File: src/rtl/mem_stage_if.sv
`default_nettype none
// =============================================================================
// mem_stage_if : pipeline, control and data-memory bundle for mem_stage, rev 1.0
// =============================================================================
interface mem_stage_if;
    logic         cancel;
    logic [127:0] MEM_IN;
    logic [4:0]   MEM_IN_EXC;
    logic         MEM_IN_DELAY;
    logic         MEM_over;
    logic         MEM_allow_in;
    logic         WB_allow_in;
    logic         dm_req;
    logic         dm_wr;
    logic [31:0]  dm_addr;
    logic [3:0]   dm_wstrb;
    logic [31:0]  dm_wdata;
    logic         dm_ack;
    logic [31:0]  dm_rdata;
    logic [127:0] MEM_OUT;
    logic [6:0]   MEM_OUT_EXC;
    logic         MEM_OUT_DELAY;

    // Environment side: upstream stage, commit logic, writeback and data memory.
    modport master (
        output cancel, MEM_IN, MEM_IN_EXC, MEM_IN_DELAY, WB_allow_in, dm_ack, dm_rdata,
        input  MEM_over, MEM_allow_in, dm_req, dm_wr, dm_addr, dm_wstrb, dm_wdata,
               MEM_OUT, MEM_OUT_EXC, MEM_OUT_DELAY
    );

    modport slave (
        input  cancel, MEM_IN, MEM_IN_EXC, MEM_IN_DELAY, WB_allow_in, dm_ack, dm_rdata,
        output MEM_over, MEM_allow_in, dm_req, dm_wr, dm_addr, dm_wstrb, dm_wdata,
               MEM_OUT, MEM_OUT_EXC, MEM_OUT_DELAY
    );
endinterface
`default_nettype wire

File: src/rtl/mem_stage.sv
`default_nettype none
// =============================================================================
// mem_stage : pipeline memory stage with data-memory req/ack handshake, rev 1.0
// =============================================================================
module mem_stage (
    input  wire        clk,
    input  wire        reset,
    mem_stage_if.slave bus
);
    localparam logic [5:0] OP_LB  = 6'b100000;
    localparam logic [5:0] OP_LH  = 6'b100001;
    localparam logic [5:0] OP_LW  = 6'b100011;
    localparam logic [5:0] OP_LBU = 6'b100100;
    localparam logic [5:0] OP_LHU = 6'b100101;
    localparam logic [5:0] OP_SB  = 6'b101000;
    localparam logic [5:0] OP_SH  = 6'b101001;
    localparam logic [5:0] OP_SW  = 6'b101011;

    typedef enum logic [1:0] {
        S_IDLE  = 2'd0,
        S_WAIT  = 2'd1,
        S_DONE  = 2'd2,
        S_DRAIN = 2'd3
    } state_t;

    state_t      state;
    logic [31:0] mdr;

    logic [31:0] ir;
    logic [31:0] pc4;
    logic [31:0] ao;
    logic [31:0] rt;
    logic [5:0]  opcode;
    logic        valid;
    logic        is_lb, is_lh, is_lw, is_lbu, is_lhu;
    logic        is_sb, is_sh, is_sw;
    logic        is_load;
    logic        is_store;
    logic        ad_el;
    logic        ad_es;
    logic        access_ok;
    logic        issue;
    logic        stage_over;
    logic        stalled;
    logic [7:0]  rd_byte;
    logic [15:0] rd_half;
    logic [31:0] load_val;
    logic [3:0]  wstrb;
    logic [31:0] wdata;

    assign {ir, pc4, ao, rt} = bus.MEM_IN;
    assign opcode = ir[31:26];
    assign valid  = (ir != 32'd0);

    assign is_lb  = (opcode == OP_LB);
    assign is_lh  = (opcode == OP_LH);
    assign is_lw  = (opcode == OP_LW);
    assign is_lbu = (opcode == OP_LBU);
    assign is_lhu = (opcode == OP_LHU);
    assign is_sb  = (opcode == OP_SB);
    assign is_sh  = (opcode == OP_SH);
    assign is_sw  = (opcode == OP_SW);

    assign is_load  = is_lb | is_lh | is_lw | is_lbu | is_lhu;
    assign is_store = is_sb | is_sh | is_sw;

    assign ad_el = ((is_lh | is_lhu) & ao[0]) | (is_lw & (ao[1:0] != 2'b00));
    assign ad_es = (is_sh & ao[0]) | (is_sw & (ao[1:0] != 2'b00));

    // Any upstream or address exception turns the instruction into a pass-through.
    assign access_ok = valid & (is_load | is_store) & (bus.MEM_IN_EXC == 5'd0) & ~ad_el & ~ad_es;
    assign issue     = (state == S_IDLE) & access_ok & ~bus.cancel;

    always_comb begin
        case (ao[1:0])
            2'd0:    rd_byte = bus.dm_rdata[7:0];
            2'd1:    rd_byte = bus.dm_rdata[15:8];
            2'd2:    rd_byte = bus.dm_rdata[23:16];
            default: rd_byte = bus.dm_rdata[31:24];
        endcase
        rd_half  = ao[1] ? bus.dm_rdata[31:16] : bus.dm_rdata[15:0];
        load_val = 32'd0;
        if (is_lb)
            load_val = {{24{rd_byte[7]}}, rd_byte};
        else if (is_lbu)
            load_val = {24'd0, rd_byte};
        else if (is_lh)
            load_val = {{16{rd_half[15]}}, rd_half};
        else if (is_lhu)
            load_val = {16'd0, rd_half};
        else if (is_lw)
            load_val = bus.dm_rdata;
    end

    always_comb begin
        wstrb = 4'b0000;
        wdata = rt;
        if (is_sw) begin
            wstrb = 4'b1111;
            wdata = rt;
        end else if (is_sh) begin
            wstrb = 4'b0011 << ao[1:0];
            wdata = {2{rt[15:0]}};
        end else if (is_sb) begin
            wstrb = 4'b0001 << ao[1:0];
            wdata = {4{rt[7:0]}};
        end
    end

    always_ff @(posedge clk or negedge reset) begin
        if (!reset) begin
            state <= S_IDLE;
            mdr   <= 32'd0;
        end else begin
            case (state)
                S_IDLE: begin
                    if (issue) begin
                        if (bus.dm_ack) begin
                            state <= S_DONE;
                            mdr   <= load_val;
                        end else begin
                            state <= S_WAIT;
                        end
                    end
                end
                S_WAIT: begin
                    // A flush that coincides with the ack has nothing left to drain.
                    if (bus.dm_ack) begin
                        if (bus.cancel) begin
                            state <= S_IDLE;
                        end else begin
                            state <= S_DONE;
                            mdr   <= load_val;
                        end
                    end else if (bus.cancel) begin
                        state <= S_DRAIN;
                    end
                end
                S_DONE: begin
                    if (bus.WB_allow_in || bus.cancel)
                        state <= S_IDLE;
                end
                S_DRAIN: begin
                    if (bus.dm_ack)
                        state <= S_IDLE;
                end
                default: state <= S_IDLE;
            endcase
        end
    end

    assign stalled    = (state == S_WAIT) | (state == S_DRAIN);
    assign stage_over = reset & (((state == S_IDLE) & valid & ~access_ok) | (state == S_DONE));

    assign bus.MEM_over     = stage_over;
    assign bus.MEM_allow_in = ~stalled & (~valid | (stage_over & bus.WB_allow_in));

    // The request is gated by reset so an in-flight access is dropped immediately.
    assign bus.dm_req   = reset & (issue | (state == S_WAIT));
    assign bus.dm_wr    = is_store;
    assign bus.dm_addr  = {ao[31:2], 2'b00};
    assign bus.dm_wstrb = wstrb;
    assign bus.dm_wdata = wdata;

    assign bus.MEM_OUT       = {ir, pc4, ao, (is_load ? mdr : 32'd0)};
    assign bus.MEM_OUT_EXC   = {ad_es, ad_el, bus.MEM_IN_EXC};
    assign bus.MEM_OUT_DELAY = bus.MEM_IN_DELAY;
endmodule
`default_nettype wire

File: src/flat_wrapper.sv
// flat-port wrapper written by rule: the top's interface ports become plain ports
module mem_stage_flat 
  (clk, reset, bus_cancel, bus_MEM_IN, bus_MEM_IN_EXC, bus_MEM_IN_DELAY, bus_WB_allow_in, bus_dm_ack, bus_dm_rdata, bus_MEM_over, bus_MEM_allow_in, bus_dm_req, bus_dm_wr, bus_dm_addr, bus_dm_wstrb, bus_dm_wdata, bus_MEM_OUT, bus_MEM_OUT_EXC, bus_MEM_OUT_DELAY);
  mem_stage_if bus_i ();
  input  wire clk;
  input  wire reset;
  input wire logic [$bits(bus_i.cancel)-1:0] bus_cancel;
  input wire logic [$bits(bus_i.MEM_IN)-1:0] bus_MEM_IN;
  input wire logic [$bits(bus_i.MEM_IN_EXC)-1:0] bus_MEM_IN_EXC;
  input wire logic [$bits(bus_i.MEM_IN_DELAY)-1:0] bus_MEM_IN_DELAY;
  input wire logic [$bits(bus_i.WB_allow_in)-1:0] bus_WB_allow_in;
  input wire logic [$bits(bus_i.dm_ack)-1:0] bus_dm_ack;
  input wire logic [$bits(bus_i.dm_rdata)-1:0] bus_dm_rdata;
  output wire logic [$bits(bus_i.MEM_over)-1:0] bus_MEM_over;
  output wire logic [$bits(bus_i.MEM_allow_in)-1:0] bus_MEM_allow_in;
  output wire logic [$bits(bus_i.dm_req)-1:0] bus_dm_req;
  output wire logic [$bits(bus_i.dm_wr)-1:0] bus_dm_wr;
  output wire logic [$bits(bus_i.dm_addr)-1:0] bus_dm_addr;
  output wire logic [$bits(bus_i.dm_wstrb)-1:0] bus_dm_wstrb;
  output wire logic [$bits(bus_i.dm_wdata)-1:0] bus_dm_wdata;
  output wire logic [$bits(bus_i.MEM_OUT)-1:0] bus_MEM_OUT;
  output wire logic [$bits(bus_i.MEM_OUT_EXC)-1:0] bus_MEM_OUT_EXC;
  output wire logic [$bits(bus_i.MEM_OUT_DELAY)-1:0] bus_MEM_OUT_DELAY;
  assign bus_i.cancel = bus_cancel;
  assign bus_i.MEM_IN = bus_MEM_IN;
  assign bus_i.MEM_IN_EXC = bus_MEM_IN_EXC;
  assign bus_i.MEM_IN_DELAY = bus_MEM_IN_DELAY;
  assign bus_i.WB_allow_in = bus_WB_allow_in;
  assign bus_i.dm_ack = bus_dm_ack;
  assign bus_i.dm_rdata = bus_dm_rdata;
  assign bus_MEM_over = bus_i.MEM_over;
  assign bus_MEM_allow_in = bus_i.MEM_allow_in;
  assign bus_dm_req = bus_i.dm_req;
  assign bus_dm_wr = bus_i.dm_wr;
  assign bus_dm_addr = bus_i.dm_addr;
  assign bus_dm_wstrb = bus_i.dm_wstrb;
  assign bus_dm_wdata = bus_i.dm_wdata;
  assign bus_MEM_OUT = bus_i.MEM_OUT;
  assign bus_MEM_OUT_EXC = bus_i.MEM_OUT_EXC;
  assign bus_MEM_OUT_DELAY = bus_i.MEM_OUT_DELAY;
  mem_stage u_core (.clk(clk), .reset(reset), .bus(bus_i));
endmodule
File: config.mk
export PLATFORM = sky130hd
export DESIGN_NAME = mem_stage_flat
export DESIGN_NICKNAME = d
export VERILOG_FILES = /design/src/rtl/mem_stage_if.sv /design/src/rtl/mem_stage.sv /design/src/flat_wrapper.sv
export SDC_FILE = /design/constraint.sdc
export NUM_CORES = 1
export LEC_CHECK = 0
export ABC_AREA = 1
export CAP_MARGIN = 5
export CORE_AREA = 2 2 149 151
export CTS_BUF_LIST = sky130_fd_sc_hd__clkbuf_8
export DETAILED_ROUTE_END_ITERATION = 16
export DIE_AREA = 0 0 151 153
export PLACE_DENSITY = 0.56
export SKIP_CTS_REPAIR_TIMING = 1
export SLEW_MARGIN = 25
export SYNTH_ARGS = -nofsm -noshare
export SYNTH_HDL_FRONTEND = slang
export SYNTH_SLANG_ARGS = --single-unit
File: constraint.sdc
create_clock -name clk -period 2.5 [get_ports clk]
set_input_delay 0.5 -clock clk [delete_from_list [all_inputs] [get_ports clk]]
set_output_delay 0.5 -clock clk [all_outputs]
set_load 0.1 [all_outputs]
==> run metrics <==
H-tree Lvls=2; RD Place Congestion=approximately 0.89; vias in the first global route=4674; Comb power frac=0.628; sw frac=0.4879; period utilization=0.9802; routed length per instance=between 15 and 20 µm; worst setup path class=primary input to primary output; Max Clk Rate=roughly 0.41 GHz; mean post-synth cell area=about 6.3 µm²; leakage=around 3.9 nW; clock power share=0.134; setup TNS=0 ps; grt ovf=0; final period demand of the worst path=2450 ps; power per standard cell area=~370 nW/µm²; CTS buffer count=5; final hold vios=0; TritonCTS clock tree=built; worst hold path class=primary input to async pin; HPWL after DPL=around 15000 µm; port bufs=220; mux contribution to synthesized area=0; CP startpoint kind=primary input; first-pass GRT wire length=26680 µm; Setup crit end kind=primary output; vias per cell=4.230; Synth Area in Adders=0.01443; Clock transition at path regs=80 ps; post-route clock skew=about 9.0 ps; sequential fraction of design power=0.238; antenna violations before repair=0; yosys warns=0; DRC errors left=0; top-area cell type share of the netlist area=0.2546; largest net degree at the start of global routing=35; EDFF count, synth=0; 1st-iter DRT viols=~250; max-slew violation count=0; post-synthesis compound-gate area fraction=0.1458; Primary FF master, synth=dfrtp_1; largest cells by area after synthesis=buf_4 25%, dfrtp_1 20%, nand2_1 17%; CP max stage cell=a21boi_4; worst skew pair latency=290 ps; WP data required=2000 ps; cell taking the most area after synthesis=buf_4; Switch Pwr=between 1 and 1.5 mW; outcome=completed; crit-path cells=buf_6 > buf_12 > inv_16 > nand2_8 > nor2_4 > buf_6 > o21ai_4 > nand3_2 > nand3_2 > nor2_2 > nand3_2 > a21boi_4 > buf_12; DRT Wirelength=17980 µm; DR pass1 iterations=4; ys async rst share=1.000; routed vias=4738; Initial Utilization=0.2017; peak supply drop=0.2172 mV; height of the chip=153 µm; Critical Path AT=1950 ps; CTS Sinks=34; Syn Inst Count=~690; final-stage net count=1016; cell mode on critical path=nand3_2; clock root buffer=clkbuf_8; I/O pins=379; max cap viols=0; sequential fraction of the synthesis area=0.1963; buffer depth of the longest clock path=2; gr usage total=0.1506; Rows=54; hold_ws=352.7 ps; max incr delay on CP=roughly 210 ps; Die Footprint=23100 µm²; Post-Synth XOR/XNOR Area=0; Routed Antenna Nets=0; RSZ-0062 raised after global routing=true; Synth Register Bits=34; P_int=1.541 mW; Setup Viol. Count Final=0; Layout area overhead=86.46%; Synth cell types=32; layout cells sized above 1=0.3679; core box area=about 21000 µm²; Simple-Gate Fraction of Synth Area=0.2893; largest family of logic cells by synthesized area=buffers and inverters; Diodes inserted=0; crit path max fanout=5; Syn Std Cell Area=4334 µm²; chip width=151 µm
==> path summary, 6_finish.rpt <==
| check | from | end | slack (ps) | depth (start not counted) |
|---|---|---|---|---|
| min reg2reg | u_core.mdr[19] | u_core.mdr[19] | 470 | 2 |
| max in group asynchronous | reset | u_core.mdr[28] | 1810 | 2 |
| min | reset | u_core.state[0] | 350 | 2 |
| max | bus_MEM_IN[126] | bus_dm_req | 50 | 13 |
| max reg2reg | u_core.state[0] | u_core.mdr[25] | 710 | 8 |
| min in group clk | u_core.mdr[19] | u_core.mdr[19] | 470 | 2 |
==> per-stage QoR <==
stage | cell area, µm² | power, mW | cells | setup WS, ps | util
after floorplan | 4591 | 2.534 | 689 | -522.1 | -
after global placement | 7744 | 2.600 | 1100 | -393.5 | 0.3604
after CTS | 7823 | 3.025 | 1107 | -426.9 | 0.3641
final | 8082 | 3.008 | 1120 | 49.59 | 0.3761
after detailed placement | 7744 | 2.615 | 1100 | -421.5 | 0.3604
after global routing | 8082 | 3.153 | 1120 | -32.01 | 0.3761
==> cells by family (layout without fill, tap and decap cells) <==
| family | count (synthesis) | in the layout |
|---|---|---|
| AOI/OAI and AO/OA | 103 | 103 |
| adders and majority gates | 5 | 5 |
| buffers and inverters | 253 | 404 |
| DFF | 34 | 34 |
| other | 1 | 2 |
| and+or+nand+nor | 292 | 292 |
==> state kept, by name, summed over array words and instances, names as in the netlist <==
register and flops:
u_core.state 2, u_core.mdr 32
==> layout by cell type, fill, tap and decap left out, types with 10 or more instances in the layout <==
| cell | synthesis | routed |
|---|---|---|
| nor2_1 | 31 | 24 |
| clkdlybuf4s50_1 | 0 | 74 |
| dlymetal6s2s_1 | 0 | 26 |
| o211ai_1 | 30 | 30 |
| a21oi_1 | 24 | 22 |
| inv_1 | 75 | 40 |
| buf_4 | 147 | 81 |
| nor2_2 | 4 | 10 |
| o21ai_0 | 28 | 21 |
| dfrtp_1 | 34 | 34 |
| buf_12 | 0 | 120 |
| nand2_1 | 199 | 197 |
| nand3_1 | 42 | 38 |
| clkinvlp_4 | 0 | 30 |
==> critical path: cells and delay by family <==
kind | cells | cell delay, ps
compound gates | 2 | 270
simple gates | 6 | 550
buf+inv | 5 | 610
==> layer usage <==
metal | track usage | share of wire
met4 | 0.05429 | 0.031
met3 | 0.02925 | 0.069
met5 | 0 | 0
met2 | 0.2660 | 0.51
met1 | 0.1795 | 0.39
==> cells in the mapped netlist, types with 3 or more instances <==
library cell	count
a21oi_1	24
buf_2	6
buf_4	147
buf_6	3
clkbuf_1	12
clkinv_1	4
dfrtp_1	34
ha_1	5
inv_1	75
inv_2	5
nand2_1	199
nand2_2	3
nand2_4	3
nand3_1	42
nor2_1	31
nor2_2	4
o211ai_1	30
o21ai_0	28
o21ai_1	6
o221ai_1	8
o22ai_1	3
==> area by class of cell <==
class | instances | area (µm²)
fill | 2231 | 13400
timing repair buffer | 313 | 4202
multi-input combinational | 402 | 2146
sequential | 34 | 850.8
inverter | 84 | 454.2
tap | 280 | 350.3
clock buffer | 5 | 68.82
clock inverter | 2 | 10.01
==> power by group through the flow <==
stage | sequential, mW | combinational, mW | clock (mW)
after floorplan | 0.698 | 1.84 | 0
final | 0.717 | 1.89 | 0.403
after global placement | 0.729 | 1.87 | 0
after detailed placement | 0.728 | 1.89 | 0
after global routing | 0.728 | 1.99 | 0.438
after CTS | 0.718 | 1.89 | 0.417
(Power assumes the default switching activity.)
